$ cat src/rtl/alu_pkg.sv
// Shared ALU opcode encoding and response-register state encoding.
// No ports: types only, imported by the ALU, arbiter users and the scheduler top.
// Opcode values are fixed by the requester interface and must not be reordered.
package alu_pkg;

  typedef enum logic [2:0] {
    OP_ADD = 3'b000,
    OP_SUB = 3'b001,
    OP_INR = 3'b010,
    OP_DCR = 3'b011,
    OP_AND = 3'b100,
    OP_OR  = 3'b101,
    OP_XOR = 3'b110,
    OP_CMP = 3'b111
  } alu_op_t;

  // The response register is either empty or holding one result.
  typedef enum logic {
    ST_EMPTY = 1'b0,
    ST_FULL  = 1'b1
  } rsp_state_t;

endpackage

$ cat src/rtl/alu.sv
// Purpose: combinational n-bit, 8-operation ALU with carry/borrow out.
// Ports: i_a/i_b operands, i_sel opcode (alu_op_t) -> o_s result, o_co carry/borrow.
// Latency 0 (purely combinational); no flow control of its own.
module alu
  import alu_pkg::*;
#(
  parameter int n = 4
) (
  input  logic [n-1:0] i_a,
  input  logic [n-1:0] i_b,
  input  logic [2:0]   i_sel,
  output logic [n-1:0] o_s,
  output logic         o_co
);

  localparam logic [n:0] ONE = {{n{1'b0}}, 1'b1};

  logic [n:0] w_res;

  // Everything is computed at n+1 bits so bit n is the carry (add) or the
  // borrow (subtract); logic ops leave bit n clear.
  always_comb begin
    w_res = '0;
    case (alu_op_t'(i_sel))
      OP_ADD:  w_res = {1'b0, i_a} + {1'b0, i_b};
      OP_SUB:  w_res = {1'b0, i_a} - {1'b0, i_b};
      OP_INR:  w_res = {1'b0, i_a} + ONE;
      OP_DCR:  w_res = {1'b0, i_a} - ONE;
      OP_AND:  w_res = {1'b0, i_a & i_b};
      OP_OR:   w_res = {1'b0, i_a | i_b};
      OP_XOR:  w_res = {1'b0, i_a ^ i_b};
      OP_CMP:  w_res = {1'b0, ~i_b};
      default: w_res = '0;
    endcase
  end

  assign o_s  = w_res[n-1:0];
  assign o_co = w_res[n];

endmodule

$ cat src/rtl/rr_arbiter.sv
// Purpose: combinational round-robin arbiter, search starts just after i_ptr.
// Ports: i_req request vector, i_ptr last winner -> o_gnt one-hot, o_idx binary, o_any.
// Latency 0; the caller owns the pointer register and any ready gating.
module rr_arbiter #(
  parameter int NREQ = 4,
  parameter int IDW  = $clog2(NREQ)
) (
  input  logic [NREQ-1:0] i_req,
  input  logic [IDW-1:0]  i_ptr,
  output logic [NREQ-1:0] o_gnt,
  output logic [IDW-1:0]  o_idx,
  output logic            o_any
);

  logic w_found;

  // Visit ptr+1 .. ptr+NREQ (mod NREQ); the last slot visited is ptr itself,
  // so the previous winner has lowest priority.
  always_comb begin
    w_found = 1'b0;
    o_gnt   = '0;
    o_idx   = '0;
    for (int k = 1; k <= NREQ; k++) begin
      if (!w_found && i_req[(int'(i_ptr) + k) % NREQ]) begin
        w_found = 1'b1;
        o_idx   = IDW'((int'(i_ptr) + k) % NREQ);
        o_gnt[(int'(i_ptr) + k) % NREQ] = 1'b1;
      end
    end
    o_any = w_found;
  end

endmodule

$ cat src/rtl/alu_rr_sched.sv
// Purpose: round-robin sharing of one ALU among NREQ requesters; result registered with requester id.
// Ports: req_valid/req_ready + packed req_a/req_b/req_sel in; rsp_valid/rsp_ready, rsp_id/s/co, ops_count out.
// Latency 1 cycle accept->rsp_valid; req_ready drops to 0 while the response is held and not drained.
module alu_rr_sched
  import alu_pkg::*;
#(
  parameter  int N    = 4,
  parameter  int NREQ = 4,
  parameter  int CNTW = 16,
  localparam int IDW  = $clog2(NREQ)
) (
  input  logic              clk,
  input  logic              rst,
  input  logic [NREQ-1:0]   req_valid,
  output logic [NREQ-1:0]   req_ready,
  input  logic [NREQ*N-1:0] req_a,
  input  logic [NREQ*N-1:0] req_b,
  input  logic [NREQ*3-1:0] req_sel,
  output logic              rsp_valid,
  input  logic              rsp_ready,
  output logic [IDW-1:0]    rsp_id,
  output logic [N-1:0]      rsp_s,
  output logic              rsp_co,
  output logic [CNTW-1:0]   ops_count
);

  rsp_state_t      r_state;
  rsp_state_t      w_state_nxt;
  logic [IDW-1:0]  r_ptr;
  logic [IDW-1:0]  r_rsp_id;
  logic [N-1:0]    r_rsp_s;
  logic            r_rsp_co;
  logic [CNTW-1:0] r_ops_count;

  logic [NREQ-1:0] w_gnt;
  logic [IDW-1:0]  w_gnt_idx;
  logic            w_any;
  logic            w_can_load;
  logic            w_accept;
  logic            w_drain;
  logic [N-1:0]    w_a;
  logic [N-1:0]    w_b;
  logic [2:0]      w_sel;
  logic [N-1:0]    w_s;
  logic            w_co;

  rr_arbiter #(
    .NREQ (NREQ),
    .IDW  (IDW)
  ) u_arb (
    .i_req (req_valid),
    .i_ptr (r_ptr),
    .o_gnt (w_gnt),
    .o_idx (w_gnt_idx),
    .o_any (w_any)
  );

  // Operand mux driven by the arbiter's binary index.
  always_comb begin
    w_a   = '0;
    w_b   = '0;
    w_sel = '0;
    for (int i = 0; i < NREQ; i++) begin
      if (w_gnt_idx == IDW'(i)) begin
        w_a   = req_a[i*N +: N];
        w_b   = req_b[i*N +: N];
        w_sel = req_sel[i*3 +: 3];
      end
    end
  end

  alu #(
    .n (N)
  ) u_alu (
    .i_a   (w_a),
    .i_b   (w_b),
    .i_sel (w_sel),
    .o_s   (w_s),
    .o_co  (w_co)
  );

  // The register can take a new result when empty, or when it is being
  // drained this same cycle (back-to-back, no bubble).
  assign w_can_load = (r_state == ST_EMPTY) | rsp_ready;
  assign req_ready  = (!rst && w_can_load && w_any) ? w_gnt : '0;
  assign w_accept   = |(req_valid & req_ready);
  assign w_drain    = (r_state == ST_FULL) & rsp_ready;

  // State register
  always_ff @(posedge clk) begin
    if (rst) begin
      r_state <= ST_EMPTY;
    end else begin
      r_state <= w_state_nxt;
    end
  end

  // Next-state logic
  always_comb begin
    w_state_nxt = r_state;
    case (r_state)
      ST_EMPTY: if (w_accept) w_state_nxt = ST_FULL;
      ST_FULL: begin
        if (w_accept)       w_state_nxt = ST_FULL;
        else if (rsp_ready) w_state_nxt = ST_EMPTY;
      end
      default: w_state_nxt = ST_EMPTY;
    endcase
  end

  // Response payload, round-robin pointer and completion counter.
  always_ff @(posedge clk) begin
    if (rst) begin
      r_ptr       <= IDW'(NREQ - 1);
      r_rsp_id    <= '0;
      r_rsp_s     <= '0;
      r_rsp_co    <= 1'b0;
      r_ops_count <= '0;
    end else begin
      if (w_accept) begin
        r_rsp_s  <= w_s;
        r_rsp_co <= w_co;
        r_rsp_id <= w_gnt_idx;
        r_ptr    <= w_gnt_idx;
      end
      if (w_drain) begin
        r_ops_count <= r_ops_count + CNTW'(1);
      end
    end
  end

  // Output logic
  always_comb begin
    rsp_valid = (r_state == ST_FULL);
    rsp_id    = r_rsp_id;
    rsp_s     = r_rsp_s;
    rsp_co    = r_rsp_co;
    ops_count = r_ops_count;
  end

endmodule
$ cat config.mk
export PLATFORM = sky130hd
export DESIGN_NAME = alu_rr_sched
export DESIGN_NICKNAME = d
export VERILOG_FILES = /design/src/rtl/alu_pkg.sv /design/src/rtl/alu.sv /design/src/rtl/rr_arbiter.sv /design/src/rtl/alu_rr_sched.sv
export SDC_FILE = /design/constraint.sdc
export NUM_CORES = 1
export LEC_CHECK = 0
export ABC_AREA = 1
export CAP_MARGIN = 25
export CORE_MARGIN = 2
export CORE_UTILIZATION = 45
export CTS_BUF_LIST = sky130_fd_sc_hd__clkbuf_4 sky130_fd_sc_hd__clkbuf_8 sky130_fd_sc_hd__clkbuf_16
export CTS_CLUSTER_DIAMETER = 80
export CTS_CLUSTER_SIZE = 16
export DETAILED_ROUTE_END_ITERATION = 10
export PLACE_DENSITY = 0.77
export SETUP_SLACK_MARGIN = 0.3
export SYNTH_ARGS = -nofsm -noshare
export SYNTH_HDL_FRONTEND = slang
export SYNTH_HIERARCHICAL = 1
export SYNTH_SLANG_ARGS = --single-unit
$ cat constraint.sdc
create_clock -name clk -period 8.4 [get_ports clk]
set_input_delay 2.1 -clock clk [delete_from_list [all_inputs] [get_ports clk]]
set_output_delay 2.1 -clock clk [all_outputs]
set_load 0.01 [all_outputs]
### Word-level counts from Yosys, hierarchy flattened

Index checks and enable logic that the tools add are counted.

* output and inout port bits: 28
* flip-flop bits (word level): 26
* word-level logic and storage cells: 118

* $add $sub $neg: 9
* $lt $le $gt $ge: 8
* equal/unequal tests: 10
* mux-type cells: 50
* bitwise gates (word level): 15
* reductions and logical operators: 20

Operators by type and width (number)
* 4-bit two-way mux: 13
* 5-bit one-hot mux with 8 select lines: 1
* 1-bit two-way mux: 19
* 16-bit by 1-bit adder with 16-bit output (second input constant): 1
* 3-bit by 4-bit less-than comparator with 1-bit output (second input constant): 4
* 4-bit OR: 4
* 3-bit == test (second input constant): 4
* 3-bit by 1-bit greater-or-equal comparator with 1-bit output (second input constant): 4
* 3-bit two-way mux: 4
* 1-bit logical AND: 9
* 4-bit bitwise AND: 2
* 1-bit binary-select mux with 2-bit select: 4
* 1-bit demux with 2-bit select: 4
* 2-bit two-way mux: 4
* 2-bit OR reduction: 4
* 3-bit by 2-bit == test with 1-bit output (second input constant): 2
* 4-bit by 1-bit adder with 5-bit output (second input constant): 1
* 4-bit by 4-bit adder with 5-bit output: 1
* 4-bit by 1-bit subtractor with 5-bit output (second input constant): 1
* 4-bit by 4-bit subtractor with 5-bit output: 1
* 2-bit by 1-bit adder with 2-bit output (second input constant): 2
* 2-bit adder (second input constant): 2
* 1-bit bitwise AND (first input constant): 4
* 2-bit == test (second input constant): 2
* 12 further kinds: 15

### Depth between registers and ports, before layout

* depth after elaboration: 23
* mapped depth: 30
* depth with buffers taken out: 27

### Cells and area by module

The synthesis kept the hierarchy.

By module, submodules not included
* alu_rr_sched: sequential area each 520.5 um^2, instances 1, cells an instance 229, area an instance 1536.5 um^2
* alu: sequential area each 0.0 um^2, instances 1, cells an instance 95, area an instance 588.1 um^2
* rr_arbiter: sequential area each 0.0 um^2, instances 1, cells an instance 81, area an instance 535.5 um^2

### Worst setup path after synthesis

OpenSTA, ideal clock, no wires.

* path type: input -> register
* from: input req_valid[1]
* to: register r_rsp_co, in the netlist rsp_co
* arrival: 5124 ps
* stages on the path: 23
* setup slack: 3161 ps
* setup time: 116 ps
* cells stage by stage: inv_1 > nand2_4 > nand3_4 > nand2_4 > nor2_4 > nand3_1 > a21oi_1 > nand2_1 > inv_1 > buf_2 > a221oi_1 > a21oi_1 > inv_2 > o21a_4 > o21ai_2 > inv_1 > fa_1 > nor2_1 > nor2_1 > a21oi_1 > nor2_1 > o21ai_0 > nor2_1

* word-level cells in the longest chain between the ends: 20
* elaborated cells between the ends (all ways): 66
* classes of those cells: add/sub (4); eq/ne (10); mux (38); bitwise (4); reduce/logical (10)

RTL lines
* from (decl): line alu_rr_sched.sv:14 `input logic [NREQ-1:0] req_valid,`
* 1-bit binary-select mux with 2-bit select: line rr_arbiter.sv:24 `if (!w_found && i_req[(int'(i_ptr) + k) % NREQ]) begin`
* 1-bit two-way mux (not written as such) (2 in series): line rr_arbiter.sv:24
* 1-bit two-way mux: line rr_arbiter.sv:24
* 1-bit zero test: line rr_arbiter.sv:24
* 1-bit logical AND: line rr_arbiter.sv:24
* 1-bit two-way mux: line rr_arbiter.sv:24
* 1-bit zero test: line rr_arbiter.sv:24
* 1-bit logical AND: line rr_arbiter.sv:24
* [4 not listed]
* via w_gnt_idx[0]: line alu_rr_sched.sv:36 `logic [IDW-1:0] w_gnt_idx;`
* 2-bit zero test: line alu_rr_sched.sv:64 `if (w_gnt_idx == IDW'(i)) begin`
* 3-bit two-way mux (3 in series): line alu_rr_sched.sv:64
* 3-bit two-way mux *: line alu_rr_sched.sv:64
* via w_sel[2]: line alu_rr_sched.sv:43 `logic [2:0] w_sel;`
* 3-bit == test, or another cell as far along: line alu.sv:24 `case (alu_op_t'(i_sel))`
* 5-bit one-hot mux with 8 select lines *: line alu.sv:24
* via w_co: line alu_rr_sched.sv:45 `logic w_co;`
* to (signal assigned): line alu_rr_sched.sv:122 `r_rsp_co <= w_co;`
* to (decl): line alu_rr_sched.sv:32 `logic r_rsp_co;`

Mark *: on every way through the listed nets, which the timed path passes. The rest lies on a longest branch. The select of a mux whose other input is x is not followed.
A chain may end at the register's enable or synchronous reset.

### Worst setup path after layout

* from: input req_valid[3]
* to: register r_rsp_s[3], in the netlist rsp_s[3]

* word-level cells in the longest chain between the ends: 20
* elaborated cells between the ends (all ways): 70
* classes of those cells: add/sub (4); eq/ne (10); mux (38); bitwise (8); reduce/logical (10)

RTL lines
* 1-bit binary-select mux with 2-bit select: line rr_arbiter.sv:24
* 1-bit two-way mux (not written as such) (2 in series): line rr_arbiter.sv:24
* 1-bit two-way mux: line rr_arbiter.sv:24
* 1-bit zero test: line rr_arbiter.sv:24
* 1-bit logical AND: line rr_arbiter.sv:24
* 1-bit two-way mux: line rr_arbiter.sv:24
* 1-bit zero test: line rr_arbiter.sv:24
* 1-bit logical AND: line rr_arbiter.sv:24
* [4 not listed]
* via w_gnt_idx[0]: line alu_rr_sched.sv:36
* 2-bit zero test: line alu_rr_sched.sv:64
* 3-bit two-way mux (3 in series): line alu_rr_sched.sv:64
* 3-bit two-way mux *: line alu_rr_sched.sv:64
* via w_sel[0]: line alu_rr_sched.sv:43
* 3-bit == test, or another cell as far along: line alu.sv:24
* 5-bit one-hot mux with 8 select lines *: line alu.sv:24
* via w_s[3]: line alu_rr_sched.sv:44 `logic [N-1:0] w_s;`
* to (signal assigned): line alu_rr_sched.sv:121 `r_rsp_s <= w_s;`
* to (decl): line alu_rr_sched.sv:31 `logic [N-1:0] r_rsp_s;`

Marks and branches as above.

==> metrics.md <==
| Metric | Value |
|---|---|
| Drt wl/cell | `12.9 um` |
| Part of the cycle the worst path needs | `79.5%` |
| Clk_skew | `0.0107 ns` |
| Clk sinks | `26` |
| Synth cell types | `39` |
| DRT iter0 DRCs | `186` |
| Total die area | `6540 um2` |
| DRT Pass-1 Iters | `5` |
| Number of global-route vias before repair | `2760` |
| Row count | `28` |
| Final Hold Viols | `0` |
| Worst EP arrival | `6.86 ns` |
| Min Tclk post-route | `6.68 ns` |
| Final WL | `7120 um` |
| Relative slew slack | `45.9%` |
| Overflow after GRT | `0` |
| Clk slew on worst S/H paths | `0.10 ns` |
| DR DRC count | `0` |
| I/O Pins | `79` |
| FF+latch count, synth | `26` |
| Filler cells | `552` |
| Top-count cell post-synth | `nand2_1` |
| Die Height | `80.9 um` |
| Mapped Nets | `479` |
| Worst min-delay path startpoint | `ops_count[15]$_SDFFE_PP0P_` |
| Lkg Pwr | `1.48 nW` |
| DR vias/cell | `5.32` |
| Pre-CTS WS | `1.50 ns` |
| Worst-Skew Late Latency | `0.27 ns` |
| CTS Buf Count | `3` |
| Cts hold-fix bufs | `0` |
| Critical Path Fanout Max | `12` |
| WHS Path Cells | `2` |
| Post-DP HPWL | `5890 um` |
| Top post-synthesis cells by area | `dfxtp_1 20%, nand2_1 10%, ha_1 10%, nand3_1 8.1%, nor2_1 7.9%` |
| Outcome | `complete, no violations` |
| Final GP Congestion | `0.916` |
| Total GRT Usage | `22.6%` |
| Area leader, netlist | `dfxtp_1` |
| Share of cells above drive strength 1 | `10.7%` |
| Max_cap viols | `0` |
| Buffer levels on the longest clock path | `2` |
| Top cell by count, worst path | `nand3_1` |
| Diode count | `0` |
| Count of buffers from port buffering | `78` |
| Synthesis-to-finish area growth | `33.2%` |
| Cts repair resizes | `0` |
| Mapped Cells | `405` |
| Synth top cells by count | `74 x nand2_1, 56 x nor2_1, 43 x nand3_1` |
| Worst-case reg-to-reg path depth | `23` |
| Post-CTS setup buffers | `0` |
| Initial antenna violation count | `0` |
| Max-slew violation count | `0` |
| Reg area | `520 um2` |
| Clock Tree Root | `clkbuf_8` |
| Initial Utilization | `45.7%` |
| Main synth FF type | `dfxtp_1` |
| Die width | `80.9 um` |
| Critical R2R Launch | `r_ptr[0]$_SDFFE_PP1P_` |
| CP required | `8.58 ns` |
| Register area share after synthesis | `19.6%` |
| Via count | `2944` |
| Antenna viol nets, final | `0` |
| TritonCTS clock tree | `built` |
| Largest net degree at the start of global routing | `20` |
| Worst VDD drop | `0.000229 V` |
| Multi-input logic area | `1880 um2` |
| Worst min-delay path endpoint | `ops_count[15]$_SDFFE_PP0P_` |
| Layout Nets | `553` |
| Synth warn | `6` |
| Setup TNS | `0 ns` |
| Global-route wire length before repair | `12100 um` |
| Core area | `5820 um2` |
| CP Launch Type | `input port` |
| Critical R2R Capture | `rsp_s[3]$_SDFFE_PP0P_` |
| H-tree depth | `1` |
| Setup Crit Path Kind | `in2reg` |
| Worst Setup End Kind | `flip-flop` |
| Tightest Pin Transition | `0.812 ns` |
| Reg-to-reg slack, setup | `2.80 ns` |
| Highest clock rate | `150 MHz` |
| Post-synth EDFFs | `0` |
| DP Area | `3470 um2` |
| Largest stage delay, worst path | `0.68 ns` |
| Syn_area_per_cell | `6.57 um2` |
| Final instance area | `3540 um2` |
| Setup violations, final | `0` |
| Final WS setup | `1.72 ns` |
| Ys async rst share | `0%` |
| Post-Synthesis Cell Area | `2660 um2` |
| CP max-delay cell | `a21oi_1` |
| PwrDens | `430 nW/um2` |
| Area share of the largest cell type after synthesis | `19.6%` |
| RSZ-0062 raised after global routing | `false` |
| CP cell instances | `clkdlybuf4s50_1, inv_1, nand2_1, nand3_1, nand2_2, nor2_4, nand3_1, a21oi_1, nand2_1, inv_1, a221oi_1, a21oi_1, inv_1, nand3_1, nand2_2, o21ai_0, ha_1, a21oi_1, nand3b_1, nand3_1, nand2_1, o21ai_0, nor2_1` |
| Worst hold path type | `reg2reg` |
## metal layers
metal	wire (um)	share of wire, %	GRT usage (%)
met4	57	0.80	5.59
met2	3520	49	41.7
met3	386	5.4	1.89
met1	3150	44	28.1
met5	0	0	0
## metrics by stage
stage                     util (%)  std cells  total power [mW]  hold slack, ns
after floorplan                  -        405              1.13           0.483
after global placement        59.7        549              1.36           0.452
after detailed placement      59.7        549              1.40           0.471
after CTS                     60.9        553              1.51           0.488
after global routing          60.9        553              1.71           0.509
final                         60.9        553              1.52           0.479
## layout make-up
type,instances,area share [%]
Inverter,48,5.37
Tap cell,75,2.65
Clock buffer,3,1.17
Sequential cell,26,14.7
Timing Repair Buffer,79,22.2
Clock inverter,1,0.847
Multi-Input combinational cell,321,53.0
## cell families after synthesis
family,Yosys count,share of synthesized area [%]
AO/OA/AOI/OAI,65,14.5
XOR/XNOR,5,1.65
adder cells (fa/ha/maj),23,11.1
buffers and inverters,58,9.78
flip-flops,26,19.6
AND/OR/NAND/NOR,228,43.4
## power by group
group	total [mW]	internal, mW	switching (mW)
registers	0.163	0.141	0.0217
logic	1.26	0.483	0.774
clock network	0.104	0.0638	0.0405
## placed cells by master, fill, tap and decap left out, drive strengths merged, types with 2 or more instances in the layout
cell type,instances
a21boi,4
a21oi,30
a221oi,6
clkbuf,3
clkdlybuf4s50,78
dfxtp,26
ha,22
inv,48
nand2,91
nand3,47
nand3b,2
nand4,19
nor2,63
o21ai,22
or2,3
xor2,4
## sequential cells by signal, indices dropped and copies added (netlist names)
register and count:
ops_count 16, r_ptr 2, rsp_co 1, rsp_id 2, rsp_s 4, rsp_valid 1
## worst max path at each step
stage	start	to	slack, ns	cells after the start
2_1_floorplan	req_valid[1]	rsp_co$_SDFFE_PP0P_	3.16	23
3_3_place_gp	req_valid[2]	rsp_s[3]$_SDFFE_PP0P_	1.70	23
3_5_place_dp	req_valid[3]	rsp_co$_SDFFE_PP0P_	1.50	25
4_1_cts	req_valid[3]	rsp_co$_SDFFE_PP0P_	1.81	25
5_1_grt	req_valid[3]	rsp_s[3]$_SDFFE_PP0P_	1.09	23
6_report	req_valid[3]	rsp_s[3]$_SDFFE_PP0P_	1.72	23
## critical path: cells and delay by family
kind / cells / cell delay [ns]
AO/OA/AOI/OAI: 6 / 1.90
AND/OR/NAND/NOR: 12 / 1.47
adder cells (fa/ha/maj): 1 / 0.31
buffers and inverters: 4 / 1.05
(Power assumes the default switching activity.)
